<file path="src/rtl/mem_la_arb_pkg.sv">
// Shared types and defaults for the look-ahead memory arbiter.
// Contents:
//   NUM_CORES_DEF / MEM_WORDS_DEF - default core count and SRAM depth (32-bit words)
//   core_idx_t                    - index of a core port at the default core count
//   req_slot_t                    - one captured look-ahead request
package mem_la_arb_pkg;

    localparam int unsigned NUM_CORES_DEF = 3;
    localparam int unsigned MEM_WORDS_DEF = 16384;
    localparam int unsigned CORE_IDX_W    = (NUM_CORES_DEF > 1) ? $clog2(NUM_CORES_DEF) : 1;

    typedef logic [CORE_IDX_W-1:0] core_idx_t;

    // Word address is kept at full width; the top truncates it to the SRAM depth.
    typedef struct packed {
        logic        is_write;
        logic [29:0] addr;
        logic [31:0] wdata;
        logic [3:0]  wstrb;
    } req_slot_t;

endpackage

</file>
<file path="src/rtl/mem_la_arbiter_rr.sv">
// Combinational round-robin arbiter.
// Ports:
//   req        - per-requester pending flags
//   last_grant - index granted most recently; the search starts one past it
//   gnt_valid  - at least one request is pending
//   gnt_idx    - winning requester (0 when gnt_valid is low)
module rr_arbiter #(
    parameter int unsigned N = 3,
    localparam int unsigned IW = (N > 1) ? $clog2(N) : 1
) (
    input  logic [N-1:0]  req,
    input  logic [IW-1:0] last_grant,
    output logic          gnt_valid,
    output logic [IW-1:0] gnt_idx
);

    logic [IW-1:0] cand;

    always_comb begin
        gnt_valid = 1'b0;
        gnt_idx   = '0;
        cand      = '0;
        // k = N revisits last_grant itself, so it has lowest priority.
        for (int unsigned k = 1; k <= N; k++) begin
            cand = IW'((32'(last_grant) + k) % N);
            if (!gnt_valid && req[cand]) begin
                gnt_valid = 1'b1;
                gnt_idx   = cand;
            end
        end
    end

endmodule

</file>
<file path="src/rtl/mem_la_arbiter.sv">
// Shares one single-port synchronous SRAM between several picorv32 look-ahead ports.
// Each core's look-ahead pulse is captured into a one-deep slot; a round-robin arbiter
// grants one slot per cycle straight onto the SRAM, and mem_ready/mem_rdata return a
// cycle later.
// Ports:
//   clk, resetn                      - clock, asynchronous active-low reset
//   mem_la_read/write/addr/wdata/wstrb - per-core look-ahead request (core i in lane i)
//   mem_ready, mem_rdata             - per-core completion pulse and read data
//   sram_en/we/addr/wdata, sram_rdata - SRAM port (1-cycle read latency)
//   proto_err                        - sticky: pulse arrived while that core was pending
module mem_la_arbiter
    import mem_la_arb_pkg::*;
#(
    parameter int unsigned NUM_CORES = NUM_CORES_DEF,
    parameter int unsigned MEM_WORDS = MEM_WORDS_DEF,
    parameter int unsigned ADDR_W    = 14
) (
    input  logic                    clk,
    input  logic                    resetn,
    input  logic [NUM_CORES-1:0]    mem_la_read,
    input  logic [NUM_CORES-1:0]    mem_la_write,
    input  logic [32*NUM_CORES-1:0] mem_la_addr,
    input  logic [32*NUM_CORES-1:0] mem_la_wdata,
    input  logic [4*NUM_CORES-1:0]  mem_la_wstrb,
    output logic [NUM_CORES-1:0]    mem_ready,
    output logic [32*NUM_CORES-1:0] mem_rdata,
    output logic                    sram_en,
    output logic [3:0]              sram_we,
    output logic [ADDR_W-1:0]       sram_addr,
    output logic [31:0]             sram_wdata,
    input  logic [31:0]             sram_rdata,
    output logic                    proto_err
);

    localparam int unsigned IW = (NUM_CORES > 1) ? $clog2(NUM_CORES) : 1;

    if (ADDR_W != $clog2(MEM_WORDS)) begin : g_bad_addr_w
        $error("mem_la_arbiter: ADDR_W must equal clog2(MEM_WORDS)");
    end

    logic [NUM_CORES-1:0] pending_q, pending_d;
    req_slot_t            slot_q [NUM_CORES];
    req_slot_t            slot_d [NUM_CORES];
    logic [IW-1:0]        last_grant_q, last_grant_d;
    logic [NUM_CORES-1:0] ready_q, ready_d;
    logic                 resp_read_q, resp_read_d;
    logic                 proto_err_q, proto_err_d;

    logic                 gnt_valid;
    logic [IW-1:0]        gnt_idx;
    logic [NUM_CORES-1:0] gnt_onehot;
    logic [NUM_CORES-1:0] la_pulse;
    req_slot_t            gnt_slot;

    logic [2*NUM_CORES-1:0] unused_addr_lsbs;
    logic [29:0]            unused_gnt_addr;

    rr_arbiter #(
        .N (NUM_CORES)
    ) u_rr (
        .req        (pending_q),
        .last_grant (last_grant_q),
        .gnt_valid  (gnt_valid),
        .gnt_idx    (gnt_idx)
    );

    assign gnt_slot        = slot_q[gnt_idx];
    assign unused_gnt_addr = gnt_slot.addr;

    always_comb begin
        gnt_onehot = '0;
        for (int i = 0; i < NUM_CORES; i++) begin
            gnt_onehot[i] = gnt_valid && (gnt_idx == IW'(i));
        end
    end

    // Capture and grant act on different cores: a granted core still has pending set,
    // so a pulse on it is rejected rather than captured.
    always_comb begin
        la_pulse         = mem_la_read | mem_la_write;
        pending_d        = pending_q & ~gnt_onehot;
        proto_err_d      = proto_err_q | (|(la_pulse & pending_q));
        unused_addr_lsbs = '0;
        for (int i = 0; i < NUM_CORES; i++) begin
            slot_d[i]                   = slot_q[i];
            unused_addr_lsbs[2*i +: 2] = mem_la_addr[32*i +: 2];
            if (la_pulse[i] && !pending_q[i]) begin
                pending_d[i]       = 1'b1;
                slot_d[i].is_write = mem_la_write[i];
                slot_d[i].addr     = mem_la_addr[32*i+2 +: 30];
                slot_d[i].wdata    = mem_la_wdata[32*i +: 32];
                slot_d[i].wstrb    = mem_la_wstrb[4*i +: 4];
            end
        end
        ready_d      = gnt_onehot;
        resp_read_d  = gnt_valid && !gnt_slot.is_write;
        last_grant_d = gnt_valid ? gnt_idx : last_grant_q;
    end

    always_ff @(posedge clk or negedge resetn) begin
        if (!resetn) begin
            pending_q    <= '0;
            last_grant_q <= IW'(NUM_CORES - 1);
            ready_q      <= '0;
            resp_read_q  <= 1'b0;
            proto_err_q  <= 1'b0;
        end else begin
            pending_q    <= pending_d;
            last_grant_q <= last_grant_d;
            ready_q      <= ready_d;
            resp_read_q  <= resp_read_d;
            proto_err_q  <= proto_err_d;
        end
    end

    // Slot contents are only meaningful while pending, so they need no reset.
    always_ff @(posedge clk) begin
        for (int i = 0; i < NUM_CORES; i++) begin
            slot_q[i] <= slot_d[i];
        end
    end

    always_comb begin
        sram_en    = gnt_valid;
        sram_we    = (gnt_valid && gnt_slot.is_write) ? gnt_slot.wstrb : 4'h0;
        sram_addr  = gnt_valid ? gnt_slot.addr[ADDR_W-1:0] : '0;
        sram_wdata = gnt_valid ? gnt_slot.wdata : 32'h0;
        mem_ready  = ready_q;
        proto_err  = proto_err_q;
        mem_rdata  = '0;
        for (int i = 0; i < NUM_CORES; i++) begin
            if (ready_q[i] && resp_read_q) begin
                mem_rdata[32*i +: 32] = sram_rdata;
            end
        end
    end

endmodule

</file>
<file path="config.mk">
export PLATFORM = sky130hd
export DESIGN_NAME = mem_la_arbiter
export DESIGN_NICKNAME = d
export VERILOG_FILES = /design/src/rtl/mem_la_arb_pkg.sv /design/src/rtl/mem_la_arbiter_rr.sv /design/src/rtl/mem_la_arbiter.sv
export SDC_FILE = /design/constraint.sdc
export NUM_CORES = 1
export LEC_CHECK = 0
export CELL_PAD_IN_SITES_DETAIL_PLACEMENT = 1
export CELL_PAD_IN_SITES_GLOBAL_PLACEMENT = 1
export CORE_ASPECT_RATIO = 0.6
export CORE_UTILIZATION = 29
export DETAILED_ROUTE_END_ITERATION = 7
export GPL_TIMING_DRIVEN = 0
export HOLD_SLACK_MARGIN = 0.03
export PLACE_DENSITY = 0.89
export SYNTH_ARGS = -nofsm -noshare
export SYNTH_HDL_FRONTEND = slang
export SYNTH_SLANG_ARGS = --single-unit
export TNS_END_PERCENT = 1
</file>
<file path="constraint.sdc">
create_clock -name clk -period 3.6 [get_ports clk]
set_clock_uncertainty 0.05 [all_clocks]
set_input_delay 0.9 -clock clk [delete_from_list [all_inputs] [get_ports clk]]
set_output_delay 0.9 -clock clk [all_outputs]
set_load 0.01 [all_outputs]
</file>
==> impl_metrics.toml <==
[global_route]
global_route_wire_length_before_repair_um = 38760
number_of_global_route_vias_before_repair = 6202
overflow = 0
pin_count_of_the_biggest_net_entering_global_routing = 29
antenna_found_initial = 0
grt_usage_pct = 21.82

[worst_setup_path]
startpoint_type = "flop"
worstPathMaxFanout = 4
critPathArrivalTime_ps = 3160
kind_of_end_point_of_the_critical_path = "output port"
critical_path_required_ps = 2650
timing_worst_setup_path_type = "flop to output port"
worst_flop_to_flop_path_endpoint = "resp_read_q"
worst-r2r-setup-slack_ps = 1100
rr_startpoint = "last_grant_q[1]"
timing.reg2reg.worst_path_depth = 10

[clocking]
clk_path_buf_depth = 2
cts_tree = "built"
htree_levels = 4
cts-buffers-inserted = 17
clock_sinks = 163
clock_latency_ps = 430
cts.clk_slew.worst_paths_ps = 70
clock-root-buffer = "sky130_fd_sc_hd__clkbuf_16"

[timing]
final_hold_viol_count = 0
finalSetupTns_ps = -14420
finalSetupViolations = 50
timing.fmax_mhz = 243.5
grt_setup_unrepaired = "yes"
hold-worst-slack_ps = 457.1
smallest_setup_slack_after_layout_ps = -506.2
worst_slew_margin_rel_pct = 43.66
slew_viol_final = 0
max_slew.worst_pin.slew_ps = 843.1
post-route-min-period_ps = 4106
finalCritPeriodShare_pct = 114.1

[die]
design.die.area_um2 = 24650
dieWidth_um = 202.0
die_h_um = 122.0
io_pins = 395
placementRows = 43
core-area_um2 = 23350
initial_utilization_pct = 29.82

[synth]
post_synth_inst_count = 508
synth-seq-cells = 163
synth_top_family_by_area = "simple AND/OR/NAND/NOR gates"
synth_fp_nets = 756
synth_compound_gate_area_share_pct = 5.876
synth-adder-area-share_pct = 0.7188
synth.yosys.seq_area_share_pct = 69.60
post_synth_cell_types = 35
yosys.area_share.simple_pct = 13.55
synthMuxAreaShare_pct = 7.799
avgSynthCellArea_um2 = 13.71
synth_xor_area_share_pct = 0
synth_area_um2 = 6963
yosys_synthesis_warning_count = 0

[routing]
route.vias.total = 5927
route.detailed.wl_per_inst_um = 22.33
postRouteAntennaNets = 0
route.detailed.drc = 0
viasPerCell = 4.842
drt_wl_total_um = 27330
number_of_violations_reported_at_the_end_of_detailed_routing_iteration_0 = 346
dr.pass1.iters = 5

[run_status]
failed_checks = "negative setup slack"
outcome = "finished, violations left"

[placed_design]
detailed_place_hpwl_um = 19690
placed_cells_incl_taps = 1168
placedInstanceArea_um2 = 10900
finalWeightedCongestion = 0.8978
place.port_buffers = 340

[finish]
layout-drive-gt1-share_pct = 15.97
finalInstanceArea_um2 = 11850
stdcell_count = 1224
n_fill_cell = 2415
nNetsFinal = 1143
syn2layout_area_growth_pct = 70.17

[power]
worst_ir_drop_vdd_mv = 0.4876
power.net_switching_uw = 5301
clkPwrFrac_pct = 15.0
sw_frac_of_total_pct = 41.89
cell_internal_pwr_uw = 7353
total_leakage_power_uw = 0.004623
cellPowerDensity_nw_per_um2 = 1068
sequentialPowerShare_pct = 21.8
comb_power_share_pct = 63.2

[worst_hold_path]
min-delay-path-class = "flop to flop"
worst_hold_path.endpoint = "proto_err"
timing.hold.worst_path_depth = 1
min-delay-start = "proto_err"

[flow_run]
max_cap_violations = 0
flip-flops by register name, summed over array words and instances, names as in the netlist:
| signal | cells |
|---|---|
| last_grant_q | 2 |
| mem_ready | 3 |
| pending_q | 3 |
| proto_err | 1 |
| resp_read_q | 1 |
| slot_q | 153 |
cell usage in the layout (no fill, tap or decap), drive strengths merged, types with 2 or more instances in the layout:
cell	n
a31oi	2
clkdlybuf4s15	10
a21oi	2
inv	11
o21ai	49
bufinv	3
dfrtp	9
nor2	16
a21o	2
dlygate4sd2	3
mux2	2
ha	4
clkdlybuf4s50	289
nand3b	2
mux2i	52
nand2	49
a211oi	4
and3	99
edfxtp	153
clkbuf	48
buf	72
a21boi	2
o21a	2
nand2b	2
nor3	3
clkinv	6
layout make-up:
class                           count  area (um^2)  share of cell area, %
Sequential cell                   163         4846                  40.90
Timing Repair Buffer              369         3567                  30.11
Multi-Input combinational cell    302         2096                  17.69
Clock buffer                       17        425.4                  3.590
Tap cell                          315        394.1                  3.326
Buffer                             36        312.8                  2.640
Clock inverter                     15        180.2                  1.521
Inverter                            6        25.02                 0.2112
Antenna cell                        1        2.502                0.02112
per-stage QoR:
stage / power, uW / utilization, % / setup slack [ps]
after floorplan: 6022 / - / -4.860
after global placement: 9704 / 46.09 / -2495
after detailed placement: 9977 / 46.67 / -1102
after CTS: 12570 / 50.54 / -466.4
after global routing: 13330 / 50.73 / -612.8
final: 12650 / 50.74 / -506.2
critical path, stage by stage (launching register included):
cell and delay [ps]:
sky130_fd_sc_hd__dfstp_2 600, sky130_fd_sc_hd__inv_4 70, sky130_fd_sc_hd__ha_4 170, sky130_fd_sc_hd__mux2_4 310, sky130_fd_sc_hd__buf_6 120, sky130_fd_sc_hd__a21oi_4 190
sky130_fd_sc_hd__a31oi_4 130, sky130_fd_sc_hd__buf_6 150, sky130_fd_sc_hd__buf_6 110, sky130_fd_sc_hd__a311o_2 470, sky130_fd_sc_hd__a211oi_2 230, sky130_fd_sc_hd__buf_2 170
per-layer routing:
layer / share of wire (%) / global-route usage, % / wire length (um) / vias up
li1: - / - / - / 2679
met1: 46 / 29.57 / 12660 / 3001
met2: 47 / 34.58 / 12830 / 229
met3: 6.1 / 6.100 / 1659 / 18
met4: 0.63 / 5.256 / 173 / 0
met5: 0 / 0 / 0 / -
cell usage after synthesis:
| cell | number | share of area, % |
|---|---|---|
| sky130_fd_sc_hd__nand2b_1 | 2 | 0.18 |
| sky130_fd_sc_hd__and3_1 | 99 | 8.9 |
| sky130_fd_sc_hd__nor2_1 | 16 | 0.86 |
| sky130_fd_sc_hd__inv_1 | 6 | 0.32 |
| sky130_fd_sc_hd__a221o_1 | 1 | 0.14 |
| sky130_fd_sc_hd__nor2b_1 | 1 | 0.090 |
| sky130_fd_sc_hd__a31o_2 | 1 | 0.13 |
| sky130_fd_sc_hd__a221oi_1 | 1 | 0.13 |
| sky130_fd_sc_hd__a21o_1 | 2 | 0.22 |
| sky130_fd_sc_hd__dfstp_2 | 1 | 0.38 |
| sky130_fd_sc_hd__nor3b_1 | 1 | 0.11 |
| sky130_fd_sc_hd__a211oi_2 | 4 | 0.72 |
| sky130_fd_sc_hd__mux2i_1 | 52 | 7.5 |
| sky130_fd_sc_hd__mux2_1 | 1 | 0.16 |
| sky130_fd_sc_hd__a31oi_1 | 2 | 0.18 |
| sky130_fd_sc_hd__o21a_1 | 2 | 0.22 |
| sky130_fd_sc_hd__nand4b_1 | 1 | 0.13 |
| sky130_fd_sc_hd__o2bb2ai_1 | 1 | 0.13 |
| sky130_fd_sc_hd__dfrtp_1 | 9 | 3.2 |
| sky130_fd_sc_hd__clkbuf_1 | 28 | 1.5 |
| sky130_fd_sc_hd__a21oi_1 | 2 | 0.14 |
| sky130_fd_sc_hd__mux2_2 | 1 | 0.16 |
| sky130_fd_sc_hd__ha_1 | 4 | 0.72 |
| sky130_fd_sc_hd__nand3b_1 | 2 | 0.22 |
| sky130_fd_sc_hd__o21ai_0 | 46 | 3.3 |
| sky130_fd_sc_hd__buf_2 | 8 | 0.58 |
| sky130_fd_sc_hd__or2_1 | 1 | 0.090 |
| sky130_fd_sc_hd__nand2_1 | 49 | 2.6 |
| sky130_fd_sc_hd__a311o_1 | 1 | 0.14 |
| sky130_fd_sc_hd__o21ai_1 | 3 | 0.22 |
| sky130_fd_sc_hd__a21boi_0 | 2 | 0.22 |
| sky130_fd_sc_hd__buf_1 | 1 | 0.054 |
| sky130_fd_sc_hd__and3b_1 | 1 | 0.13 |
| sky130_fd_sc_hd__nor3_1 | 3 | 0.22 |
| sky130_fd_sc_hd__edfxtp_1 | 153 | 66 |
what timing repair did:
item	in CTS	in global routing
setup buffers	17	6
endpoints found under the setup margin	51	50
cloned	1	0
hold buffers	0	0
gates resized for setup	257	37
pin swaps	11	11
power by group through the flow:
stage | Sequential [uW] | Clock [uW] | Combinational (uW)
6_report | 2760 | 1900 | 8000
2_1_floorplan | 2750 | 0 | 3270
3_5_place_dp | 2790 | 0 | 7190
5_1_grt | 2790 | 2000 | 8530
4_1_cts | 2750 | 1940 | 7880
3_3_place_gp | 2810 | 0 | 6900
kinds of logic (layout without fill, tap and decap cells):
group	Yosys count	after routing
fa+ha+maj	4	4
flops	163	163
other cells	0	1
compound gates	68	68
buf+inv	43	443
simple gates	176	176
mux	54	54
worst max-delay path by stage:
stage | start | to | slack, ps
after CTS | last_grant_q[1] | sram_we[0] | -470
after detailed placement | last_grant_q[1] | sram_addr[12] | -1100
after global routing | last_grant_q[1] | sram_we[3] | -610
after floorplan | mem_la_write[1] | slot_q[1][0] | -5
after global placement | mem_la_write[1] | slot_q[1][2] | -2490
final | last_grant_q[1] | sram_we[3] | -510
No activity file was read; power rests on OpenSTA's default activity.
